<file path="src/rtl/pipelined_shift_unit_if.sv">
// Handshake bundle for pipelined_shift_unit.
// Upstream side: in_valid/in_ready with operand, amount and mode.
// Downstream side: out_valid/out_ready with result data and zero flag.
// master: producer/consumer side (testbench or surrounding core).
// slave:  the shift unit itself.
interface pipelined_shift_unit_if #(
    parameter int unsigned WIDTH = 8,
    parameter int unsigned AMT_W = 8
);
    logic             in_valid;
    logic             in_ready;
    logic [WIDTH-1:0] in_data;
    logic [AMT_W-1:0] in_amt;
    logic [1:0]       in_mode;
    logic             out_valid;
    logic             out_ready;
    logic [WIDTH-1:0] out_data;
    logic             out_zero;

    modport master (
        output in_valid, in_data, in_amt, in_mode, out_ready,
        input  in_ready, out_valid, out_data, out_zero
    );

    modport slave (
        input  in_valid, in_data, in_amt, in_mode, out_ready,
        output in_ready, out_valid, out_data, out_zero
    );
endinterface

</file>
<file path="src/rtl/pipelined_shift_unit.sv">
// Pipelined barrel shifter: SLL / SRL / SRA / ROR over a WIDTH-bit operand.
// One power-of-two shift stage per cycle, valid/ready on both sides, result
// emitted log2(WIDTH) cycles after the accepting edge when not stalled.
// Ports:
//   CLK    - clock, rising edge
//   RESET  - asynchronous active-low reset
//   bus_io - slave side of pipelined_shift_unit_if (in_* request, out_* result)
module pipelined_shift_unit #(
    parameter int unsigned WIDTH = 8,
    parameter int unsigned AMT_W = 8
) (
    input logic                   CLK,
    input logic                   RESET,
    pipelined_shift_unit_if.slave bus_io
);
    localparam int unsigned STAGES = $clog2(WIDTH);

    typedef enum logic [1:0] {
        ModeSll = 2'b00,
        ModeSrl = 2'b01,
        ModeSra = 2'b10,
        ModeRor = 2'b11
    } mode_e;

    logic [WIDTH-1:0] in_data;
    logic [AMT_W-1:0] in_amt;

    assign in_data = bus_io.in_data;
    assign in_amt  = bus_io.in_amt;

    // Level k holds an operand with stages 0..k-1 applied; level 0 is the capture register.
    // The amount is shifted down each level so stage k always tests bit 0 of its amount.
    logic [STAGES-1:0] vld_q, vld_d;
    logic [STAGES-1:0] over_q, over_d;
    logic [STAGES-1:0] sign_q, sign_d;
    logic [WIDTH-1:0]  data_q  [STAGES];
    logic [WIDTH-1:0]  data_d  [STAGES];
    logic [WIDTH-1:0]  shifted [STAGES];
    mode_e             mode_q  [STAGES];
    mode_e             mode_d  [STAGES];
    logic [STAGES-1:0] amt_q   [STAGES];
    logic [STAGES-1:0] amt_d   [STAGES];

    logic             out_valid_q, out_valid_d;
    logic             out_zero_q, out_zero_d;
    logic [WIDTH-1:0] out_data_q, out_data_d;
    logic [WIDTH-1:0] res_data;
    logic             stall;

    function automatic logic [WIDTH-1:0] shift_pow2(
        input logic [WIDTH-1:0] d,
        input mode_e            mode,
        input logic             sign,
        input int unsigned      sh
    );
        logic [WIDTH-1:0] fill;
        logic [WIDTH-1:0] r;
        // Ones in the MSB positions vacated by a right shift of sh.
        fill = ~({WIDTH{1'b1}} >> sh);
        case (mode)
            ModeSll: r = d << sh;
            ModeSrl: r = d >> sh;
            ModeSra: r = (d >> sh) | (sign ? fill : '0);
            default: r = (d >> sh) | (d << (WIDTH - sh));
        endcase
        return r;
    endfunction

    always_comb begin
        stall = out_valid_q && !bus_io.out_ready;

        for (int unsigned k = 0; k < STAGES; k++) begin
            shifted[k] = amt_q[k][0] ? shift_pow2(data_q[k], mode_q[k], sign_q[k], 32'd1 << k)
                                     : data_q[k];
        end

        // Capture; only loaded when not stalled, so in_ready is implied high.
        vld_d[0]  = bus_io.in_valid;
        data_d[0] = in_data;
        mode_d[0] = mode_e'(bus_io.in_mode);
        amt_d[0]  = in_amt[STAGES-1:0];
        over_d[0] = |(in_amt >> STAGES);
        sign_d[0] = in_data[WIDTH-1];

        for (int unsigned k = 1; k < STAGES; k++) begin
            vld_d[k]  = vld_q[k-1];
            data_d[k] = shifted[k-1];
            mode_d[k] = mode_q[k-1];
            amt_d[k]  = amt_q[k-1] >> 1;
            over_d[k] = over_q[k-1];
            sign_d[k] = sign_q[k-1];
        end

        res_data = shifted[STAGES-1];
        if (over_q[STAGES-1]) begin
            case (mode_q[STAGES-1])
                ModeSll, ModeSrl: res_data = '0;
                ModeSra:          res_data = {WIDTH{sign_q[STAGES-1]}};
                default:          res_data = shifted[STAGES-1]; // ROR: amt mod WIDTH
            endcase
        end

        out_valid_d = vld_q[STAGES-1];
        out_data_d  = res_data;
        out_zero_d  = (res_data == '0);
    end

    always_ff @(posedge CLK or negedge RESET) begin
        if (!RESET) begin
            vld_q       <= '0;
            over_q      <= '0;
            sign_q      <= '0;
            out_valid_q <= 1'b0;
            out_data_q  <= '0;
            out_zero_q  <= 1'b0;
            for (int unsigned k = 0; k < STAGES; k++) begin
                data_q[k] <= '0;
                mode_q[k] <= ModeSll;
                amt_q[k]  <= '0;
            end
        end else if (!stall) begin
            vld_q       <= vld_d;
            over_q      <= over_d;
            sign_q      <= sign_d;
            out_valid_q <= out_valid_d;
            out_data_q  <= out_data_d;
            out_zero_q  <= out_zero_d;
            for (int unsigned k = 0; k < STAGES; k++) begin
                data_q[k] <= data_d[k];
                mode_q[k] <= mode_d[k];
                amt_q[k]  <= amt_d[k];
            end
        end
    end

    assign bus_io.in_ready  = !stall;
    assign bus_io.out_valid = out_valid_q;
    assign bus_io.out_data  = out_data_q;
    assign bus_io.out_zero  = out_zero_q;
endmodule

</file>
<file path="src/flat_wrapper.sv">
// flat-port wrapper written by rule: the top's interface ports become plain ports
module pipelined_shift_unit_flat 
#(
    parameter int unsigned WIDTH = 8,
    parameter int unsigned AMT_W = 8
)
  (CLK, RESET, bus_io_in_valid, bus_io_in_data, bus_io_in_amt, bus_io_in_mode, bus_io_out_ready, bus_io_in_ready, bus_io_out_valid, bus_io_out_data, bus_io_out_zero);
  pipelined_shift_unit_if #(.WIDTH(WIDTH), .AMT_W(AMT_W)) bus_io_i ();
  input logic CLK;
  input logic RESET;
  input wire logic [$bits(bus_io_i.in_valid)-1:0] bus_io_in_valid;
  input wire logic [$bits(bus_io_i.in_data)-1:0] bus_io_in_data;
  input wire logic [$bits(bus_io_i.in_amt)-1:0] bus_io_in_amt;
  input wire logic [$bits(bus_io_i.in_mode)-1:0] bus_io_in_mode;
  input wire logic [$bits(bus_io_i.out_ready)-1:0] bus_io_out_ready;
  output wire logic [$bits(bus_io_i.in_ready)-1:0] bus_io_in_ready;
  output wire logic [$bits(bus_io_i.out_valid)-1:0] bus_io_out_valid;
  output wire logic [$bits(bus_io_i.out_data)-1:0] bus_io_out_data;
  output wire logic [$bits(bus_io_i.out_zero)-1:0] bus_io_out_zero;
  assign bus_io_i.in_valid = bus_io_in_valid;
  assign bus_io_i.in_data = bus_io_in_data;
  assign bus_io_i.in_amt = bus_io_in_amt;
  assign bus_io_i.in_mode = bus_io_in_mode;
  assign bus_io_i.out_ready = bus_io_out_ready;
  assign bus_io_in_ready = bus_io_i.in_ready;
  assign bus_io_out_valid = bus_io_i.out_valid;
  assign bus_io_out_data = bus_io_i.out_data;
  assign bus_io_out_zero = bus_io_i.out_zero;
  pipelined_shift_unit #(.WIDTH(WIDTH), .AMT_W(AMT_W)) u_core (.CLK(CLK), .RESET(RESET), .bus_io(bus_io_i));
endmodule
</file>
<file path="config.mk">
export PLATFORM = sky130hd
export DESIGN_NAME = pipelined_shift_unit_flat
export DESIGN_NICKNAME = d
export VERILOG_FILES = /design/src/rtl/pipelined_shift_unit_if.sv /design/src/rtl/pipelined_shift_unit.sv /design/src/flat_wrapper.sv
export SDC_FILE = /design/constraint.sdc
export NUM_CORES = 1
export LEC_CHECK = 0
export BUFFER_PORTS_ARGS = -buffer_cell sky130_fd_sc_hd__buf_4
export CAP_MARGIN = 20
export CORE_UTILIZATION = 25
export CTS_BUF_LIST = sky130_fd_sc_hd__clkbuf_16
export DETAILED_ROUTE_END_ITERATION = 6
export PLACE_DENSITY = 0.5
export SETUP_SLACK_MARGIN = 0.3
export SYNTH_ARGS = -nofsm -noshare
export SYNTH_HDL_FRONTEND = slang
export SYNTH_SLANG_ARGS = --single-unit
</file>
<file path="constraint.sdc">
create_clock -name CLK -period 4.41 [get_ports CLK]
set_input_delay 0.6615 -clock CLK [delete_from_list [all_inputs] [get_ports CLK]]
set_output_delay 0.6615 -clock CLK [all_outputs]
set_load 0.05 [all_outputs]
</file>
; ---- Word-level counts from Yosys, hierarchy flattened
; Index checks and enable logic that the tools add are counted.
; Widths: inputs -> output; s select.
[totals]
register_bits = 55
input_bits = 22
output_inout_bits = 11
wordCells = 47
[op_classes]
eq_ne = 6
muxes = 11
n_bitwise = 6
n_reduce_logical = 9
[op_table]
columns = cell, count
row1 = $pmux 8 s3, 3
row2 = $mux 8, 7
row3 = $or 4x8->8, 2
row4 = $or 6x8->8, 2
row5 = $or 7x8->8, 2
row6 = $pmux 8 s2, 1
row7 = $logic_not 8->1, 1
row8 = $eq 2x1->1 const B, 3
row9 = $eq 2x2->1 const B, 3
row10 = $logic_not 2->1, 3
row11 = $reduce_or 5->1, 1
row12 = $logic_not 1->1, 2
row13 = $reduce_or 2->1, 1
row14 = $logic_and 1x1->1, 1

; ---- Logic depth before layout (Yosys ltp)
; Gate-level depths: netlist of run 1.
[depth]
depth_word = 7
mapped_depth = 6
depth_no_buf = 5

; ---- Worst setup path before layout of run 1
; No wires, ideal clock.
[synth_timing]
path_kind = register to output
start = register u_core.out_valid_q (netlist: u_core.bus_io.out_valid)
end = output port bus_io_in_ready
arrival_time_ns = 1.766
required_time_ns = 3.749
path_slack_ns = 1.983
stages_incl_launch_ff = 5
path_buffers = 2
path_cell_list = dfrtp_1 nor2b_2 buf_1 inv_2 clkbuf_1
[synth_between]
elab_chain_cells = 2
[synth_lines]
columns = element, line
row1 = start: declaration, pipelined_shift_unit.sv:44  ; logic out_valid_q, out_valid_d;
row2 = start signal: assignment, pipelined_shift_unit.sv:125  ; out_valid_q <= out_valid_d;
row3 = $logic_and 1x1->1, pipelined_shift_unit.sv:70  ; stall = out_valid_q && !bus_io.out_ready;
row4 = $logic_not 1->1, -
row5 = end: declaration, flat_wrapper.sv:16  ; output wire logic [$bits(bus_io_i.in_ready)-1:0] bus_io_in_ready;
; No other way between the ends.

; ---- Worst setup path after layout of run 1
[layout_timing]
start = input port bus_io_out_ready
end = output port bus_io_in_ready
[layout_between]
elab_chain_cells = 3
[layout_lines]
columns = element, line
row1 = start: declaration, flat_wrapper.sv:15  ; input wire logic [$bits(bus_io_i.out_ready)-1:0] bus_io_out_ready;
row2 = $logic_not 1->1, pipelined_shift_unit.sv:70
row3 = $logic_and 1x1->1, pipelined_shift_unit.sv:70
row4 = $logic_not 1->1, -
; No other way between the ends.

==> flow_summary.ini, run 1 <==
[synthesis]
synth_edf_count = 0
syn-num-nets = 329
ys.flop_type = dfrtp_1
syn_avg_cell_area_um2 = 8.55
async_flop_share_pct = 100
yosys_warnings = 0
synth_cell_type_count = 37
synth_area_um2 = 2630
ys_seq_area_share_pct = 51.5
syn-instance-count = 307
synth-seq-cells = 54

[clock_tree]
clock_path_buffers = 2
ctsResizeCount = 0
cts_tree = done
clock_sinks = 54
clock_latency_ps = 290
cts_max_level = 2
numCtsBuffers = 5
cts_root_buffer = clkbuf_16
ctsHoldBuffers = 0
clk_pin_slew_ps = 70
postCtsSetupBuffers = 0

[layout]
nets = 350
stdcell_area_um2 = 3090
post-route-util_pct = 30.2
area_growth_pct = 17.7
drive_gt1_share_pct = 17.3
diodes = 0
final_cells = 465

[placement]
dp.cells = 457
dp_slack_ps = 1860
post-dp-hpwl_mm = 3.60
place_area_um2 = 2950
gp_congestion = 0.760
portBuffers = 32

[worst_setup_path]
criticalPathCategory = input pin to primary output
path_common_cell = buf_4
worstPathRequired_ps = 3750
critPathMaxStageDelay_ps = 420
crit_path_end_kind = primary output
startpoint_type = input pin
crit_chain = buf_4 -> nor2b_4 -> buf_4 -> inv_2 -> buf_4
crit_fanout = 35
crit_arrival_ps = 1880
critPathSlowestCell = buf_4

[outcome]
status = finished, final reports clean

[floorplanning]
rows = 37
die_area_um2 = 10900
initial_core_util_pct = 25.7
fp.dieW_um = 104
die_y_um = 104
core-area_um2 = 10200
ios = 33

[power]
peakVddDrop_uv = 326
combPwrFrac_pct = 41.2
pwr-share-clk_pct = 17.0
intPower_mw = 1.29
pwr-share-seq_pct = 41.9
total_leakage_power_nw = 1.42
powerDensity_nw_per_um2 = 732
switching_share_pct = 42.8
p_switching_uw = 968
p_total_mw = 2.26

[sta]
slew_headroom_pct = 53.9
setup_violations = 0
finalCritPeriodShare_pct = 57.6
hold_viol = 0
finClkSkew_ps = 4.76
worstMarginPinSlew_ps = 692
rsz0062_at_grt = false
max_freq_mhz = 393
setup_tns_ps = 0
layout_min_cycle_time_ps = 2540
whs_ps = 421
timing.final.ws_setup_ps = 1870
maxSlewViolCount = 0

[worst_hold_path]
hold_path.class = input pin to asynchronous set/reset pin

[routing]
antenna_left = 0
route.detailed.drc = 0
drt_iter0_drc = 89
viasPerCell = 4.35
finalWirelength_mm = 5.31
wl_per_cell_um = 11.4
dr_total_vias = 2025
drtPass1Iterations = 6

[global_route]
grt_max_degree = 55
grt.met3_usage_pct = 2.51
antenna_found_initial = 0
grt_util_met1_pct = 14.9
first_global_vias = 1977
use_met2_pct = 16.9
grt_pass1_wl_mm = 9.66
grt_usage_pct = 11.0
grt.busiest_layer = met2
overflow = 0

[run]
maxCapViolCount = 0
[worst max-delay path, delay by kind of cell]
kind | cells | cell delay, ps
buf+inv | 4 | 790
simple gates | 1 | 410
[synth_stat cells, types with 2 or more instances]
| cell type | n | area (um2) |
|---|---|---|
| nor2b_1 | 3 | 18.8 |
| a21o_1 | 2 | 15.0 |
| a311o_2 | 3 | 33.8 |
| nor2_1 | 15 | 56.3 |
| buf_6 | 4 | 45.0 |
| a21oi_1 | 8 | 40.0 |
| a31oi_1 | 3 | 18.8 |
| clkbuf_1 | 13 | 48.8 |
| and2_2 | 4 | 30.0 |
| nand2_1 | 110 | 413 |
| a211oi_1 | 2 | 15.0 |
| o21a_1 | 4 | 30.0 |
| nand2b_1 | 3 | 18.8 |
| mux2i_1 | 4 | 40.0 |
| nand3_1 | 12 | 60.1 |
| buf_1 | 2 | 7.51 |
| inv_2 | 2 | 7.51 |
| o21ai_0 | 39 | 195 |
| a22oi_1 | 2 | 15.0 |
| dfrtp_1 | 54 | 1350 |
| inv_1 | 2 | 7.51 |
[cells in the final DEF, fill, tap and decap left out, drive strengths merged]
cell,count
clkinv,3
or2,1
o221ai,1
mux2,1
a22oi,2
a211oi,2
nand3,12
inv,4
o21ai,41
clkbuf,5
a41oi,1
a21oi,8
a21o,3
a21boi,1
a311o,4
nor2,16
o21a,4
buf,34
nor2b,4
mux2i,4
nand2,110
nor3,1
o221a,1
dfrtp,54
and2,4
o211ai,1
or4b,1
nand2b,3
a31oi,3
[layout make-up]
cell class | count | area, um2
Multi-Input combinational cell | 229 | 1160
Clock buffer | 5 | 125
Tap cell | 136 | 170
Clock inverter | 3 | 16.3
Fill cell | 1115 | 7140
Inverter | 4 | 15.0
Sequential cell | 54 | 1350
Timing Repair Buffer | 34 | 255
[path summary, 6_finish.rpt]
| kind | start | end | slack (ps) | cells after the start |
|---|---|---|---|---|
| min in group CLK | u_core.vld_q[0] | u_core.vld_q[0] | 470 | 2 |
| max in group asynchronous | RESET | u_core.data_q[16] | 3540 | 1 |
| min reg2reg | u_core.vld_q[0] | u_core.vld_q[0] | 470 | 2 |
| max | bus_io_out_ready | bus_io_in_ready | 1870 | 5 |
| max reg2reg | u_core.bus_io.out_valid | u_core.bus_io.out_data[0] | 2360 | 5 |
| min | RESET | u_core.bus_io.out_data[1] | 420 | 1 |
[state kept, by name, indices dropped and copies added, names as in the netlist, 2 cells and up]
register and flops:
u_core.bus_io.out_data 8, u_core.amt_d 3, u_core.over_q 3, u_core.amt_q 3
u_core.vld_q 3, u_core.sign_q 3, u_core.mode_d 4, u_core.data_q 23
u_core.mode_q 2
[metal layers]
metal,up-vias,part of all wire (%)
li1,1067,-
met1,924,51
met2,29,45
met3,5,3.3
met4,0,1.0
met5,-,0
[power by group through the flow]
stage          Sequential [mW]  Combinational (mW)  Clock, mW
6_report                 0.947               0.931      0.384
5_1_grt                  0.994                1.07      0.417
4_1_cts                  0.949               0.948      0.398
2_1_floorplan            0.988               0.682          0
3_5_place_dp             0.959               0.945          0
3_3_place_gp             0.955               0.933          0
[cells by family after synthesis]
logic type,count (synthesis),share of synthesized area [%]
muxes,5,1.95
buffers and inverters,24,4.62
AOI/OAI and AO/OA,72,17.8
DFF,54,51.5
and+or+nand+nor,152,24.1
(Power assumes the default switching activity.)
==> run 2: changes to the inputs <==
Settings changed: PLACE_DENSITY 0.5 to 0.51.
Clock period 4.41 ns to 2.2 ns, I/O delays scaled along.
==> run 2 against run 1 <==
Compared with the run above: global-route usage rose by 0.32 points; count of clock-buffer cells in the layout unchanged; sequential power rose by 100%; power is 100% higher; critical path type is now register to register; routed wire length grew 1.5%; clock skew increased by 1.9 ps; largest power group unchanged; non-clock buffer count grew 2; critical path depth unchanged; combinational power up 100%; first-iteration DRC count rose by 10%; clock power rose by 96%; final cell count rose by 0.43%.
==> flow_summary.ini, run 2 (synthesis results as in run 1) <==
[outcome]
status = finished, final reports clean

[global_route]
antenna_found_initial = 0
grt_pass1_wl_mm = 9.89
grt_usage_pct = 11.3
grt_max_degree = 55
first_global_vias = 2069
overflow = 0

[layout]
mostFrequentLayoutCells = nand2_1 (110), dfrtp_1 (52), o21ai_0 (39)
stdcell_area_um2 = 3110
num-fill-cells = 1077
area_growth_pct = 18.4
diodes = 0
drive_gt1_share_pct = 18.4
largest_reg_flops = 23
largest-register = u_core.data_q
seq_area_um2 = 1350
nets = 352
multiInputGateArea_um2 = 1160
final_common_cell = nand2_1

[sta]
rsz0062_at_grt = false
finClkSkew_ps = 6.64
max_freq_mhz = 576
timing.final.ws_setup_ps = 465
finalCritPeriodShare_pct = 78.9
worstMarginPinSlew_ps = 691
layout_min_cycle_time_ps = 1740
slew_headroom_pct = 54.0
hold_viol = 0
maxSlewViolCount = 0
setup_violations = 0
setup_tns_ps = 0

[routing]
dr_total_vias = 2032
viasPerCell = 4.35
wl_per_cell_um = 11.5
route.detailed.drc = 0
finalWirelength_mm = 5.38
drtPass1Iterations = 4
drt_iter0_drc = 98
antenna_left = 0

[power]
pwr-share-clk_pct = 16.5
switching_share_pct = 42.7
combPwrFrac_pct = 41.4
intPower_mw = 2.61
total_leakage_power_nw = 1.43
p_switching_mw = 1.94
powerDensity_nw_per_um2 = 1460
peakVddDrop_uv = 467
pwr-share-seq_pct = 42.1

[floorplanning]
core-area_um2 = 10200
fp.dieW_um = 104
die_area_um2 = 10900
die_y_um = 104
ios = 33
initial_core_util_pct = 25.7
rows = 37

[placement]
portBuffers = 32
post-dp-hpwl_mm = 3.76
dp_slack_ps = 386
place_area_um2 = 2970
gp_congestion = 0.795

[clock_tree]
cts_root_buffer = clkbuf_16
postCtsSetupBuffers = 0
ctsHoldBuffers = 0
clock_sinks = 54
ctsResizeCount = 0
clock_latency_ps = 290
numCtsBuffers = 5
clock_path_buffers = 2
clk_pin_slew_ps = 70
cts_tree = done
cts_max_level = 2

[worst_setup_path]
worstPathRequired_ps = 2410
startpoint_type = register
crit_fanout = 9
criticalPathCategory = register to register
crit_arrival_ps = 1950
crit_path_end_kind = register

[worst_hold_path]
hold_path.class = input pin to asynchronous set/reset pin

[run]
maxCapViolCount = 0
==> run 2: cell count changes in the layout (fill, tap and decap cells not counted), sizes merged <==
cell,before,now
buf,34,36
clkinvlp,0,1
clkinv,3,0
inv,4,6
==> run 2: worst paths after layout <==
kind	depth (start not counted)	slack (ps)	end	from
worst max-delay path	5	460	u_core.bus_io.out_zero	u_core.mode_q[1]
worst min-delay path	1	90	u_core.bus_io.out_data[1]	RESET
worst max register to register	5	460	u_core.bus_io.out_zero	u_core.mode_q[1]
worst min register to register	2	470	u_core.over_q[1]	u_core.over_q[1]
max in group asynchronous	1	1630	u_core.bus_io.out_valid	RESET
min in group CLK	3	230	u_core.data_q[21]	bus_io_in_data[5]
==> run 2: critical path: stages (launching register included) <==
cell,delay (ps)
dfrtp_1,500
a21boi_2,290
a21o_4,150
o21ai_2,60
or4b_1,510
o21ai_1,140
==> run 2: metrics by stage <==
| stage | total power, mW | hold WS, ps | instances | util (%) |
|---|---|---|---|---|
| 6_report | 4.55 | 91.5 | 467 | 30.4 |
| 5_1_grt | 5.01 | 154 | 467 | 30.4 |
| 4_1_cts | 4.61 | 126 | 467 | 30.4 |
| 3_5_place_dp | 3.84 | 436 | 459 | 29.0 |
| 3_3_place_gp | 3.80 | 436 | 459 | 29.0 |
| 2_1_floorplan | 3.35 | 34.4 | 307 | - |
==> run 2: area by class of cell <==
cell class,count,share of cell area [%]
clock inverter,3,0.483
inverter,4,0.563
tap,136,5.47
clock buffer,5,4.02
multi-input combinational,229,37.2
sequential,54,43.5
timing repair buffer,36,8.69
==> run 2: layer usage <==
metal  GRT usage [%]  vias to the layer above  part of all wire [%]
li1                -                     1072                     -
met1            14.6                      927                    50
met2            18.2                       29                    45
met3            2.76                        4                   3.1
met4            3.98                        0                   1.3
met5               0                        -                     0
==> run 2: power by group through the flow <==
stage | Clock [mW] | Sequential, mW | Combinational (mW)
floorplan | 0 | 1.98 | 1.37
global placement | 0 | 1.92 | 1.88
detailed placement | 0 | 1.94 | 1.90
CTS | 0.783 | 1.92 | 1.91
global route | 0.833 | 2.01 | 2.17
finish | 0.751 | 1.91 | 1.89
==> run 3: changes to the inputs <==
Settings changed: ABC_AREA set to 1, PLACE_DENSITY 0.51 to 0.5.
Clock period 2.2 ns to 1.78 ns, I/O delays scaled along.
==> run 3 against run 2 <==
Compared with the run above: die area decreased by 3.4%; power increased by 23%; final cell count increased by 3.2%; count of clock-buffer cells in the layout unchanged; clock power increased by 23%; register-to-register slack about the same; clock skew decreased by 2.0 ps; via count increased by 2.0%; critical path depth decreased by 1; synthesized cell count increased by 2.9%; combinational power increased by 30%; area after synthesis decreased by 3.5%.
==> flow_summary.ini, run 3 <==
[synthesis]
synth_commonest_cells = nand2_1 (72), dfrtp_1 (54), o21ai_0 (47), nor2_1 (35), inv_1 (31)
syn-instance-count = 316
synth-seq-cells = 54
async_flop_share_pct = 100
synth_area_um2 = 2530
synth.most_common_cell = nand2_1
synth_edf_count = 0
ys.flop_type = dfrtp_1
ys_seq_area_share_pct = 53.3
synth_top_area_share_pct = 53.3
synth_largest_area_cell = dfrtp_1
syn_avg_cell_area_um2 = 8.02
syn-num-nets = 338
yosys_warnings = 0
synthTopCellsByArea = dfrtp_1 (53%), nand2_1 (11%), o21ai_0 (9.3%)
synth_cell_type_count = 23

[sta]
finClkSkew_ps = 4.61
hold_viol = 0
layout_min_cycle_time_ps = 1390
max_freq_mhz = 719
rsz0062_at_grt = false
setup_violations = 0
finalCritPeriodShare_pct = 78.1
maxSlewViolCount = 0
setup_tns_ps = 0
worstMarginPinSlew_ps = 508
timing.final.ws_setup_ps = 390
slew_headroom_pct = 66.1

[worst_setup_path]
r2r-start = u_core.mode_q[0]
r2r_setup_slack_ps = 460
reg2reg_to = u_core.bus_io.out_zero
path_buf_inv = 3
path_delay_family = flip-flops
crit_end = bus_io_in_ready
cp-startpoint = u_core.bus_io.out_valid
worstPathRequired_ps = 1510
critPathSlowestCell = dfrtp_2
worst-path-stages = 4
reg2regPathDepth = 7
crit_path_end_kind = primary output
crit_arrival_ps = 1120
startpoint_type = register
crit_chain = inv_1 -> nor2_4 -> inv_6 -> buf_6
criticalPathCategory = register to primary output
crit_fanout = 16
critPathMaxStageDelay_ps = 410

[layout]
area_growth_pct = 22.2
diodes = 0
final_common_cell = nand2_1
post-route-util_pct = 31.5
drive_gt1_share_pct = 16.9
largest_reg_flops = 23
nets = 370
largest-register = u_core.data_q
mostFrequentLayoutCells = nand2_1 (72), dfrtp_1 (52), o21ai_0 (47)
final_cells = 482

[floorplanning]
rows = 36
fp.dieW_um = 103
initial_core_util_pct = 25.8
ios = 33
die_area_um2 = 10500
die_y_um = 103
core-area_um2 = 9820

[global_route]
grt_usage_pct = 11.9
antenna_found_initial = 0
grt_max_degree = 38
first_global_vias = 2093
grt_pass1_wl_mm = 9.69
overflow = 0

[clock_tree]
clk_pin_slew_ps = 70
cts_max_level = 2
clock_sinks = 54
numCtsBuffers = 5
clock_path_buffers = 2
cts_tree = done
cts_root_buffer = clkbuf_16
clock_latency_ps = 290
postCtsSetupBuffers = 0

[placement]
gp_congestion = 0.812
dp.cells = 473
portBuffers = 32
post-dp-hpwl_mm = 4.07
dp_slack_ps = 442

[power]
peakVddDrop_uv = 591
p_total_mw = 5.58
total_leakage_power_nw = 1.49
powerDensity_nw_per_um2 = 1800

[routing]
route.detailed.drc = 0
drtPass1Iterations = 4
drt_iter0_drc = 97
finalWirelength_mm = 5.51
wl_per_cell_um = 11.4
viasPerCell = 4.30
antenna_left = 0
dr_total_vias = 2072

[worst_hold_path]
hold_path.class = input pin to register

[outcome]
status = finished, final reports clean

[run]
maxCapViolCount = 0
==> run 3: cell count changes in the layout (fill, tap and decap cells not counted), sizes merged, moves of 6 or more <==
| cell | before | now |
|---|---|---|
| a21oi | 8 | 28 |
| o21ai | 41 | 47 |
| nand2 | 110 | 78 |
| inv | 6 | 36 |
| nor2 | 16 | 38 |
| a31oi | 3 | 10 |
| nand3 | 12 | 1 |
==> run 3: final cells by class <==
class	count	area, um2
Sequential cell	54	1350
Clock buffer	5	125
Tap cell	133	166
Clock inverter	3	11.3
Multi-Input combinational cell	214	992
Timing Repair Buffer	40	319
Fill cell	1096	6720
Inverter	33	129
==> run 3: cells by family after synthesis <==
logic type / after synthesis / synth area share [%]
compound gates: 91 / 19.3
buf+inv: 48 / 7.51
flops: 54 / 53.3
simple gates: 123 / 19.9
==> run 3: worst min-delay path by stage <==
| stage | start | endpoint | slack (ps) | cells past startpoint |
|---|---|---|---|---|
| after floorplan | RESET | u_core.amt_d[0] | -30 | 0 |
| after global placement | RESET | u_core.data_q[2] | 280 | 1 |
| after detailed placement | RESET | u_core.data_q[2] | 280 | 1 |
| after CTS | bus_io_in_data[6] | u_core.data_q[22] | 160 | 3 |
| after global routing | bus_io_in_data[4] | u_core.data_q[20] | 190 | 3 |
| final | bus_io_in_data[6] | u_core.data_q[22] | 170 | 3 |
==> run 3: worst reg2reg max path, cell delays in order (launching register included) <==
cell and delay, ps:
dfrtp_1 470, nand2_2 180, a21oi_1 90, a21oi_1 260, nand2_1 80, nor2_1 90, nand2_1 50, nand2_1 50
==> run 3: per-stage QoR <==
step                      hold slack [ps]  area (um2)
final                                 170        3100
after global routing                  186        3100
after CTS                             164        3090
after detailed placement              277        2940
after global placement                279        2940
after floorplan                     -28.6        2540
==> run 3: routing by layer <==
layer / global-route usage (%) / up-vias / share of wire, %
li1: - / 1087 / -
met1: 15.1 / 946 / 49
met2: 19.4 / 35 / 46
met3: 3.12 / 4 / 3.9
met4: 4.18 / 0 / 0.85
met5: 0 / - / 0
==> run 3: where the power goes <==
part | internal [mW] | leakage, nW | switching (mW) | total [mW]
clock network | 0.507 | 0.0776 | 0.413 | 0.920
logic | 0.850 | 0.772 | 1.61 | 2.46
registers | 1.76 | 0.643 | 0.440 | 2.20
total | 3.11 | 1.49 | 2.47 | 5.58
==> run 3: repair_timing <==
action                                  CTS  global route
cloned                                    0             0
hold endpoints to repair                 36             0
gates resized for setup                   2             2
hold buffers                              1             0
endpoints found under the setup margin    1             3
